File: src/rtl/srisc_queued_core.sv
// ============================================================================
// Module   : srisc_queued_core
// Purpose  : Queued Simple-RISC core with a parametrised DATA_W datapath.
//            The host preloads up to IQ_DEPTH 16-bit instructions, then
//            pulses s. The core drains the queue through an eight-entry
//            register file. Supported instructions are MOV imm, MOV reg,
//            ADD, CMP, AND and MVN, each with an optional shift of Rm.
// Revision : 1.0 - initial release
// ----------------------------------------------------------------------------
// Ports
//   clk      in   1       rising-edge clock
//   reset_n  in   1       asynchronous active-low reset; also flushes the queue
//   load_i   in   1       push in_i into the queue when it is not full
//   in_i     in   16      instruction word
//   s_i      in   1       start pulse; honoured only while idle with work queued
//   out_o    out  DATA_W  last value written to a register
//   n_o      out  1       negative flag (CMP only)
//   v_o      out  1       signed-overflow flag (CMP only)
//   z_o      out  1       zero flag (CMP only)
//   w_o      out  1       1 = idle / waiting, 0 = running
//   full_o   out  1       queue holds IQ_DEPTH entries
//   empty_o  out  1       queue holds no entries
//   ill_o    out  1       sticky: an illegal instruction was consumed
// ----------------------------------------------------------------------------
// Configuration macro
//   SRISC_STEP_EN  When defined, each accepted start executes exactly one
//                  queued instruction and then returns to idle.
// ============================================================================
`default_nettype none

module srisc_queued_core #(
  parameter int DATA_W   = 16,
  parameter int IQ_DEPTH = 4
) (
  input  logic              clk,
  input  logic              reset_n,
  input  logic              load_i,
  input  logic [15:0]       in_i,
  input  logic              s_i,
  output logic [DATA_W-1:0] out_o,
  output logic              n_o,
  output logic              v_o,
  output logic              z_o,
  output logic              w_o,
  output logic              full_o,
  output logic              empty_o,
  output logic              ill_o
);

  localparam int            AW      = (IQ_DEPTH > 1) ? $clog2(IQ_DEPTH) : 1;
  localparam logic [AW:0]   C_DEPTH = (AW+1)'(IQ_DEPTH);
  localparam logic [AW:0]   C_ONE   = (AW+1)'(1);

  typedef enum logic [2:0] {
    S_IDLE  = 3'd0,
    S_FETCH = 3'd1,
    S_RD_A  = 3'd2,
    S_RD_B  = 3'd3,
    S_EXEC  = 3'd4,
    S_WR    = 3'd5
  } state_t;

  typedef enum logic [2:0] {
    C_MOVI = 3'd0,
    C_MOVR = 3'd1,
    C_ADD  = 3'd2,
    C_CMP  = 3'd3,
    C_AND  = 3'd4,
    C_MVN  = 3'd5,
    C_ILL  = 3'd6
  } cls_t;

  // --------------------------------------------------------------------------
  // Helpers
  // --------------------------------------------------------------------------
  function automatic cls_t decode(input logic [15:0] iw);
    cls_t c;
    c = C_ILL;
    if (iw[15:13] == 3'b110) begin
      if (iw[12:11] == 2'b10)      c = C_MOVI;
      else if (iw[12:11] == 2'b00) c = C_MOVR;
    end else if (iw[15:13] == 3'b101) begin
      case (iw[12:11])
        2'b00:   c = C_ADD;
        2'b01:   c = C_CMP;
        2'b10:   c = C_AND;
        default: c = C_MVN;
      endcase
    end
    return c;
  endfunction

  function automatic logic [DATA_W-1:0] shift_op(input logic [DATA_W-1:0] v,
                                                 input logic [1:0]        sh);
    logic [DATA_W-1:0] r;
    case (sh)
      2'b01:   r = {v[DATA_W-2:0], 1'b0};          // LSL #1
      2'b10:   r = {1'b0, v[DATA_W-1:1]};          // LSR #1
      2'b11:   r = {v[DATA_W-1], v[DATA_W-1:1]};   // ASR #1
      default: r = v;
    endcase
    return r;
  endfunction

  // --------------------------------------------------------------------------
  // Instruction queue
  // --------------------------------------------------------------------------
  logic [15:0]   iq_mem [IQ_DEPTH];
  logic [AW-1:0] wr_ptr_q;
  logic [AW-1:0] rd_ptr_q;
  logic [AW:0]   cnt_q;
  logic          w_push;
  logic          w_pop;
  logic [15:0]   w_head;
  cls_t          w_head_cls;

  state_t        state_q;
  state_t        state_d;

  assign full_o     = (cnt_q == C_DEPTH);
  assign empty_o    = (cnt_q == '0);
  assign w_push     = load_i && !full_o;
  // FETCH is only entered with a non-empty queue, so the pop is always valid.
  assign w_pop      = (state_q == S_FETCH);
  assign w_head     = iq_mem[rd_ptr_q];
  assign w_head_cls = decode(w_head);

  // Storage needs no reset: the pointers alone define which entries are live.
  always_ff @(posedge clk) begin
    if (w_push) begin
      iq_mem[wr_ptr_q] <= in_i;
    end
  end

  always_ff @(posedge clk or negedge reset_n) begin
    if (!reset_n) begin
      wr_ptr_q <= '0;
      rd_ptr_q <= '0;
      cnt_q    <= '0;
    end else begin
      if (w_push) wr_ptr_q <= wr_ptr_q + 1'b1;
      if (w_pop)  rd_ptr_q <= rd_ptr_q + 1'b1;
      case ({w_push, w_pop})
        2'b10:   cnt_q <= cnt_q + 1'b1;
        2'b01:   cnt_q <= cnt_q - 1'b1;
        default: cnt_q <= cnt_q;
      endcase
    end
  end

  // --------------------------------------------------------------------------
  // Continue-or-stop decision at the end of an instruction.
  // An illegal instruction finishes in FETCH while its own entry is still
  // counted, so there it must look past the entry being popped.
  // --------------------------------------------------------------------------
  logic w_more_fetch;
  logic w_more;

`ifdef SRISC_STEP_EN
  assign w_more_fetch = 1'b0;
  assign w_more       = 1'b0;
`else
  assign w_more_fetch = (cnt_q > C_ONE);
  assign w_more       = !empty_o;
`endif

  // --------------------------------------------------------------------------
  // Datapath registers
  // --------------------------------------------------------------------------
  logic [15:0]       ir_q;
  logic [DATA_W-1:0] a_q;
  logic [DATA_W-1:0] b_q;
  logic [DATA_W-1:0] c_q;
  logic [DATA_W-1:0] out_q;
  logic [DATA_W-1:0] rf_q [8];
  logic              n_q;
  logic              v_q;
  logic              z_q;
  logic              ill_q;

  cls_t              w_ir_cls;
  logic [DATA_W-1:0] w_shb;
  logic [DATA_W-1:0] w_diff;
  logic [DATA_W-1:0] w_alu;
  logic [DATA_W-1:0] w_imm;
  logic [DATA_W-1:0] w_wr_val;
  logic [2:0]        w_wr_idx;
  logic              w_ovf;

  assign w_ir_cls = decode(ir_q);
  assign w_shb    = shift_op(b_q, ir_q[4:3]);
  assign w_diff   = a_q - w_shb;
  // Overflow on subtraction: operands differ in sign and the result sign
  // differs from the minuend.
  assign w_ovf    = (a_q[DATA_W-1] != w_shb[DATA_W-1]) &&
                    (w_diff[DATA_W-1] != a_q[DATA_W-1]);
  assign w_imm    = {{(DATA_W-8){ir_q[7]}}, ir_q[7:0]};

  always_comb begin
    w_alu = w_shb;
    case (w_ir_cls)
      C_ADD:   w_alu = a_q + w_shb;
      C_AND:   w_alu = a_q & w_shb;
      C_MVN:   w_alu = ~w_shb;
      C_CMP:   w_alu = w_diff;
      default: w_alu = w_shb;
    endcase
  end

  // MOV imm overlays the immediate on the Rd field, so its target is Rn.
  assign w_wr_val = (w_ir_cls == C_MOVI) ? w_imm      : c_q;
  assign w_wr_idx = (w_ir_cls == C_MOVI) ? ir_q[10:8] : ir_q[7:5];

  always_ff @(posedge clk or negedge reset_n) begin
    if (!reset_n) begin
      ir_q  <= '0;
      a_q   <= '0;
      b_q   <= '0;
      c_q   <= '0;
      out_q <= '0;
      n_q   <= 1'b0;
      v_q   <= 1'b0;
      z_q   <= 1'b0;
      ill_q <= 1'b0;
      for (int i = 0; i < 8; i++) begin
        rf_q[i] <= '0;
      end
    end else begin
      case (state_q)
        S_FETCH: begin
          ir_q <= w_head;
          if (w_head_cls == C_ILL) ill_q <= 1'b1;
        end
        S_RD_A: a_q <= rf_q[ir_q[10:8]];
        S_RD_B: b_q <= rf_q[ir_q[2:0]];
        S_EXEC: begin
          c_q <= w_alu;
          if (w_ir_cls == C_CMP) begin
            z_q <= (w_diff == '0);
            n_q <= w_diff[DATA_W-1];
            v_q <= w_ovf;
          end
        end
        S_WR: begin
          rf_q[w_wr_idx] <= w_wr_val;
          out_q          <= w_wr_val;
        end
        default: ;
      endcase
    end
  end

  // --------------------------------------------------------------------------
  // Control FSM
  // --------------------------------------------------------------------------
  always_ff @(posedge clk or negedge reset_n) begin
    if (!reset_n) state_q <= S_IDLE;
    else          state_q <= state_d;
  end

  always_comb begin
    state_d = state_q;
    case (state_q)
      S_IDLE: begin
        if (s_i && !empty_o) state_d = S_FETCH;
      end
      S_FETCH: begin
        case (w_head_cls)
          C_MOVI:              state_d = S_WR;
          C_MOVR, C_MVN:       state_d = S_RD_B;
          C_ADD, C_AND, C_CMP: state_d = S_RD_A;
          default:             state_d = w_more_fetch ? S_FETCH : S_IDLE;
        endcase
      end
      S_RD_A: state_d = S_RD_B;
      S_RD_B: state_d = S_EXEC;
      S_EXEC: begin
        if (w_ir_cls == C_CMP) state_d = w_more ? S_FETCH : S_IDLE;
        else                   state_d = S_WR;
      end
      S_WR:    state_d = w_more ? S_FETCH : S_IDLE;
      default: state_d = S_IDLE;
    endcase
  end

  assign w_o   = (state_q == S_IDLE);
  assign out_o = out_q;
  assign n_o   = n_q;
  assign v_o   = v_q;
  assign z_o   = z_q;
  assign ill_o = ill_q;

endmodule

`default_nettype wire
File: config.mk
export PLATFORM = sky130hd
export DESIGN_NAME = srisc_queued_core
export DESIGN_NICKNAME = d
export VERILOG_FILES = /design/src/rtl/srisc_queued_core.sv
export SDC_FILE = /design/constraint.sdc
export NUM_CORES = 1
export LEC_CHECK = 0
export ABC_AREA = 1
export BUFFER_PORTS_ARGS = -buffer_cell sky130_fd_sc_hd__buf_2
export CAP_MARGIN = 20
export CELL_PAD_IN_SITES_DETAIL_PLACEMENT = 1
export CELL_PAD_IN_SITES_GLOBAL_PLACEMENT = 1
export CORE_MARGIN = 5
export CORE_UTILIZATION = 48
export DETAILED_ROUTE_END_ITERATION = 8
export PLACE_DENSITY_LB_ADDON = 0.1
export SLEW_MARGIN = 25
export SYNTH_ARGS = -nofsm -noshare
export SYNTH_HDL_FRONTEND = slang
export SYNTH_SLANG_ARGS = --single-unit
File: constraint.sdc
create_clock -name clk -period 3.5 [get_ports clk]
set_input_delay 0.35 -clock clk [delete_from_list [all_inputs] [get_ports clk]]
set_output_delay 0.35 -clock clk [all_outputs]
set_load 0.005 [all_outputs]
### Yosys cells after proc, flatten, opt, wreduce, memory -nomap -nowiden

Memory sizes are Yosys's and may differ from the RTL's.
Cells that the tools add are included.

* flip-flop bits (word level): 222
* memory bits (writable): 64
* input bits: 20
* output and inout bits: 23
* word-level logic and storage cells: 120
* memories: 1

Memory list
* iq_mem: depth 4, width 16, rd ports 1, clocked after memory_dff 0, write ports 1, line 108 `logic [15:0] iq_mem [IQ_DEPTH];`

* $add $sub $neg: 6
* order comparisons: 5
* equality and inequality tests: 32
* muxes and demuxes: 32
* bitwise logic cells: 5
* reductions and logical operators: 18

Operator list (number)
* $bwmux W128: 1
* $bmux W16 S3: 2
* $mux W16: 6
* $pmux W16 S4: 1
* $demux W16 S3: 1
* $pmux W16 S3: 1
* $eq A3 B3 Y1 const B: 12
* $mux W3: 11
* $pmux W3 S3: 3
* $eq A3 B2 Y1 const B: 6
* $pmux W3 S6: 1
* $add A16 B16 Y16: 1
* $and A16 B16 Y16: 1
* $logic_not A16 Y1: 1
* $not A16 Y16: 1
* $sub A16 B16 Y16: 1
* $ge A4 B4 Y1 const B: 3
* $logic_not A3 Y1: 4
* $not A3 Y4: 3
* $eq A2 B2 Y1 const B: 5
* $eq A2 B1 Y1 const B: 4
* $eq A3 B1 Y1 const B: 2
* $pmux W3 S2: 1
* $add A2 B1 Y2 const B: 2
* other kinds (14): 24

### Logic depth before layout (Yosys ltp)

* depth after elaboration: 12
* mapped depth: 21
* mapped depth without buffers: 21

### Least setup slack after synthesis

OpenSTA, ideal clock, no wires.

* path type: reg2reg
* from: register ir_q[4]
* to: register c_q[14]
* setup time: 0.117 ns
* data arrival time: 2.506 ns
* data required time: 3.383 ns
* setup slack: 0.878 ns
* stages on the path, launching flop included: 21
* path buffers: 1
* period minus slack after synthesis: 2.622 ns
* cell sequence: dfrtp_1 -> inv_2 -> clkbuf_1 -> o22ai_1 -> ha_1 -> inv_1 -> fa_1 -> inv_1 -> nand2_1 -> nand2_1 -> nand2_1 -> nand2_1 -> nand2_1 -> nand2_1 -> nand3_1 -> nand2_1 -> nand2_1 -> nand3_1 -> nand3_1 -> nand2_1 -> nand2_1

* word-level cells in the longest chain between the ends: 4
* elaborated cells on any way between the ends: 9
* those cells by class: add/sub (2); eq/ne (3); mux (2); bitwise (2)

Ends and longest elaborated chain
* start, declared: line 170 `logic [15:0] ir_q;`
* start signal, assigned: line 231 `ir_q <= w_head;`
* $eq A2 B2 Y1 or $eq A2 B1 Y1 (tied branches): line 96 `case (sh)`
* $pmux W16 S3 *: line 96
* $sub A16 B16 Y16 (tied with other cells): line 192 `assign w_diff = a_q - w_shb;`
* $pmux W16 S4 *: line 201 `case (w_ir_cls)`
* end signal, assigned: line 237 `c_q <= w_alu;`
* end, declared: line 173 `logic [DATA_W-1:0] c_q;`

Every way passes the cells marked *; elsewhere a longest branch is shown, timed or not.
A chain may end at the register's enable or synchronous reset.

### Worst setup path after layout

* from: register ir_q[4]
* to: register z_q (netlist: z_o)

* word-level cells in the longest chain between the ends: 4
* elaborated cells on any way between the ends: 6
* those cells by class: add/sub (1); eq/ne (3); mux (1); reduce/logical (1)

Ends and longest elaborated chain
* $eq A2 B2 Y1 or $eq A2 B1 Y1 (tied branches): line 96
* $pmux W16 S3 *: line 96
* $sub A16 B16 Y16 *: line 192
* $logic_not A16 Y1 *: line 239 `z_q <= (w_diff == '0);`
* end signal, assigned: line 239
* end, declared: line 178 `logic z_q;`

Marks and branches as above.

==> key figures <==
CTS
  • Clk_lat worst skew: 0.55 ns
  • CTS H-tree lvls: 2
  • Number of clock buffers inserted by TritonCTS: 35
  • Clock Tree Root: clkbuf_16
  • Clock buffer depth: 3
  • Register clock-pin slew on the reported worst setup and hold paths: 0.06 ns
  • CTS tree: yes
  • Clock sinks: 286

Worst setup path
  • WP data required: 3.98 ns
  • Crit path launch type: register
  • Crit-path slowest cell: dfrtp_1
  • CP Capture Type: register
  • Worst Path Max Fanout: 16
  • CP max stage delay: 0.46 ns
  • Crit path DAT: 3.80 ns
  • Crit Path Category: reg2reg
  • Crit-path cells: inv_2 > nand2_2 > inv_2 > a22oi_1 > o21a_1 > ha_1 > nor2_1 > inv_1 > nor2_1 > nand4_1 > nand3_1 > nand2_1 > nand2_1 > nand3_1 > nor2_1 > nand3_1 > nand2_1

Die
  • IO Pins: 43
  • Full die area: 36,700 um^2
  • Placeable Area: 32,500 um^2
  • Std cell rows: 66
  • Die W: 192 um
  • Die height: 192 um
  • Initial Utilization: 0.487

Placement
  • Port Buffers: 42
  • Cell area after placement: 16,300 um^2
  • Post-DP HPWL: 35,800 um
  • Final Wtd Congestion: 0.912

Timing
  • Slew margin rel.: 0.301
  • Fmax: 301 MHz
  • RSZ-0062 raised after global routing: true
  • Clock Skews: 0.0222 ns
  • Setup Viol. Count Final: 0
  • Fin. max-slew vios: 0
  • Min cycle time layout: 3.33 ns
  • Crit share post-route: 0.951
  • Final Hold Viols: 0
  • Least-Margin Pin Slew: 1.04 ns

Logic synthesis
  • EDFF count, synth: 64
  • Syn_nets: 2,030
  • Synth Instances: 1,965
  • Count leader, synth: nand2_1
  • Top_reg_cell synth: dfrtp_1
  • Yosys Warn Count: 0
  • Synth area leader: dfrtp_1
  • Synth cell types: 45
  • Syn avg cell area: 8.06 um^2
  • Ranking of synthesized cells by area: dfrtp_1, edfxtp_1, nand2_1, o21ai_0, inv_1
  • Post-synth top cells: nand2_1, o21ai_0, dfrtp_1
  • Async SR Flop Fraction: 0.776
  • Synthesis-stage register bit count: 286
  • Seq/Total Area, Yosys: 0.472
  • Post-synth top area share: 0.351
  • Post-Syn Area: 15,800 um^2

Detailed routing
  • Drt first pass iters: 5
  • Iter 0 DRT Violations: 1,046
  • Drt drc: 0
  • Vias: 14.3k
  • Via density: 5.87
  • Final antenna-violating net count: 0
  • WL/cell: 21.8 um
  • Final wirelength: 53,200 um

Hold path
  • Worst Hold Class: in2reg

Final layout
  • Layout Nets: 2,038
  • Share of layout cells above drive strength 1: 0.102
  • Fin area: 17,500 um^2
  • # diodes: 0
  • Syn-to-layout area delta: 10.8%

Global routing
  • First-pass GRT wire length: 85,200 um
  • Vias in the first global route: 15.2k
  • GRT Util Overall: 0.297
  • Largest net degree at the start of global routing: 89
  • Initial antenna violation count: 2
  • Total gr overflow: 0

Power and ir drop
  • Switch Pwr: 0.00969 W
  • Sequential Power Share: 0.279
  • Sw Ratio: 0.493
  • Pwr Total: 0.0196 W
  • Int Power: 0.00996 W
  • Proportion of power drawn by combinational gates: 0.528
  • Clk network pwr share: 0.193
  • Leak: 7.78 nW
  • Power per Cell Area: 1120 nW/um^2
  • VDD IR max: 0.611 mV

Run status
  • Status: completed

Run
  • Max_cap viols: 0
timing repair:
action / in CTS / in global routing
buffers inserted: 0 / 0
hold buffers: 1 / 0
endpoints found under the setup margin: 0 / 2
endpoints found under the hold margin: 83 / 0
resized for setup: 0 / 1
flip-flops by register name, summed over array words and instances, names as in the netlist:
name,flops
a_q,16
b_q,16
c_q,16
cnt_q,3
ill_o,1
iq_mem,64
ir_q,16
n_o,1
out_o,16
rd_ptr_q,2
rf_q,128
state_q,3
v_o,1
wr_ptr_q,2
z_o,1
cell families (layout without fill, tap and decap cells):
logic type | Yosys count | count (layout) | synth area share
AOI/OAI and AO/OA | 610 | 610 | 0.217
buffers and inverters | 300 | 334 | 0.0817
DFF | 286 | 286 | 0.472
xor gates and xnor gates | 9 | 9 | 0.00498
adders and majority gates | 45 | 45 | 0.0365
and+or+nand+nor | 715 | 715 | 0.187
worst max-delay path, delay by kind of cell (launching register included):
kind,cells,cell delay (ns)
simple gates,11,1.55
flops,1,0.46
fa+ha+maj,1,0.41
buf+inv,3,0.58
compound gates,2,0.26
per-layer routing:
| metal | vias to the layer above | global-route usage | part of all wire |
|---|---|---|---|
| li1 | 6653 | - | - |
| met1 | 7186 | 0.400 | 0.44 |
| met2 | 389 | 0.492 | 0.48 |
| met3 | 102 | 0.0425 | 0.049 |
| met4 | 4 | 0.109 | 0.032 |
| met5 | - | 0 | 0.00051 |
area by class of cell:
cell class	instances	area, um^2
clock buffer	46	990
clock inverter	17	194
fill	3969	15000
inverter	192	721
multi-input combinational	1379	7080
sequential	286	7480
tap	442	553
timing repair buffer	79	526
placed cells by master, fill, tap and decap left out, drive strengths merged, types with 4 or more instances in the layout:
master,netlist,final
nand4,11,11
nor3,9,9
o22ai,21,21
o21ai,378,378
edfxtp,64,64
bufinv,0,4
a21oi,125,125
o21bai,4,4
clkinv,2,12
xor2,7,7
buf,51,78
clkbuf,57,46
nand2,452,452
nor2,121,121
dfrtp,222,222
ha,43,43
inv,190,191
o211ai,66,66
nand3,118,118
worst paths after layout:
kind | slack (ns) | startpoint | cells after the start | end
max reg2reg | 0.17 | ir_q[4] | 17 | z_o
min reg2reg | 0.47 | ill_o | 1 | ill_o
min in group asynchronous | 0.43 | reset_n | 2 | v_o
max | 0.17 | ir_q[4] | 17 | z_o
max in group asynchronous | 2.02 | reset_n | 3 | rf_q[17]
min | 0.03 | in_i[10] | 1 | iq_mem[2][10]
metrics by stage:
step	setup TNS, ns	utilization	hold slack (ns)	std cells	setup WS [ns]
after floorplan	0	-	0.0544	1965	0.878
after global placement	0	0.502	0.423	2377	0.409
after detailed placement	0	0.502	0.423	2377	0.313
after CTS	0	0.539	0.00291	2441	0.265
after global routing	-0.0131	0.539	0.0209	2441	-0.0131
final	0	0.539	0.0266	2441	0.173
power by group through the flow:
stage                     Sequential (W)  Clock (W)  Combinational [W]
after global routing             0.00561    0.00398             0.0116
after detailed placement         0.00549          0             0.0102
after global placement           0.00544          0            0.00989
final                            0.00549    0.00379             0.0104
after floorplan                  0.00508          0            0.00728
after CTS                        0.00546    0.00384             0.0103
Note: power is estimated with default switching activity, not from simulation.
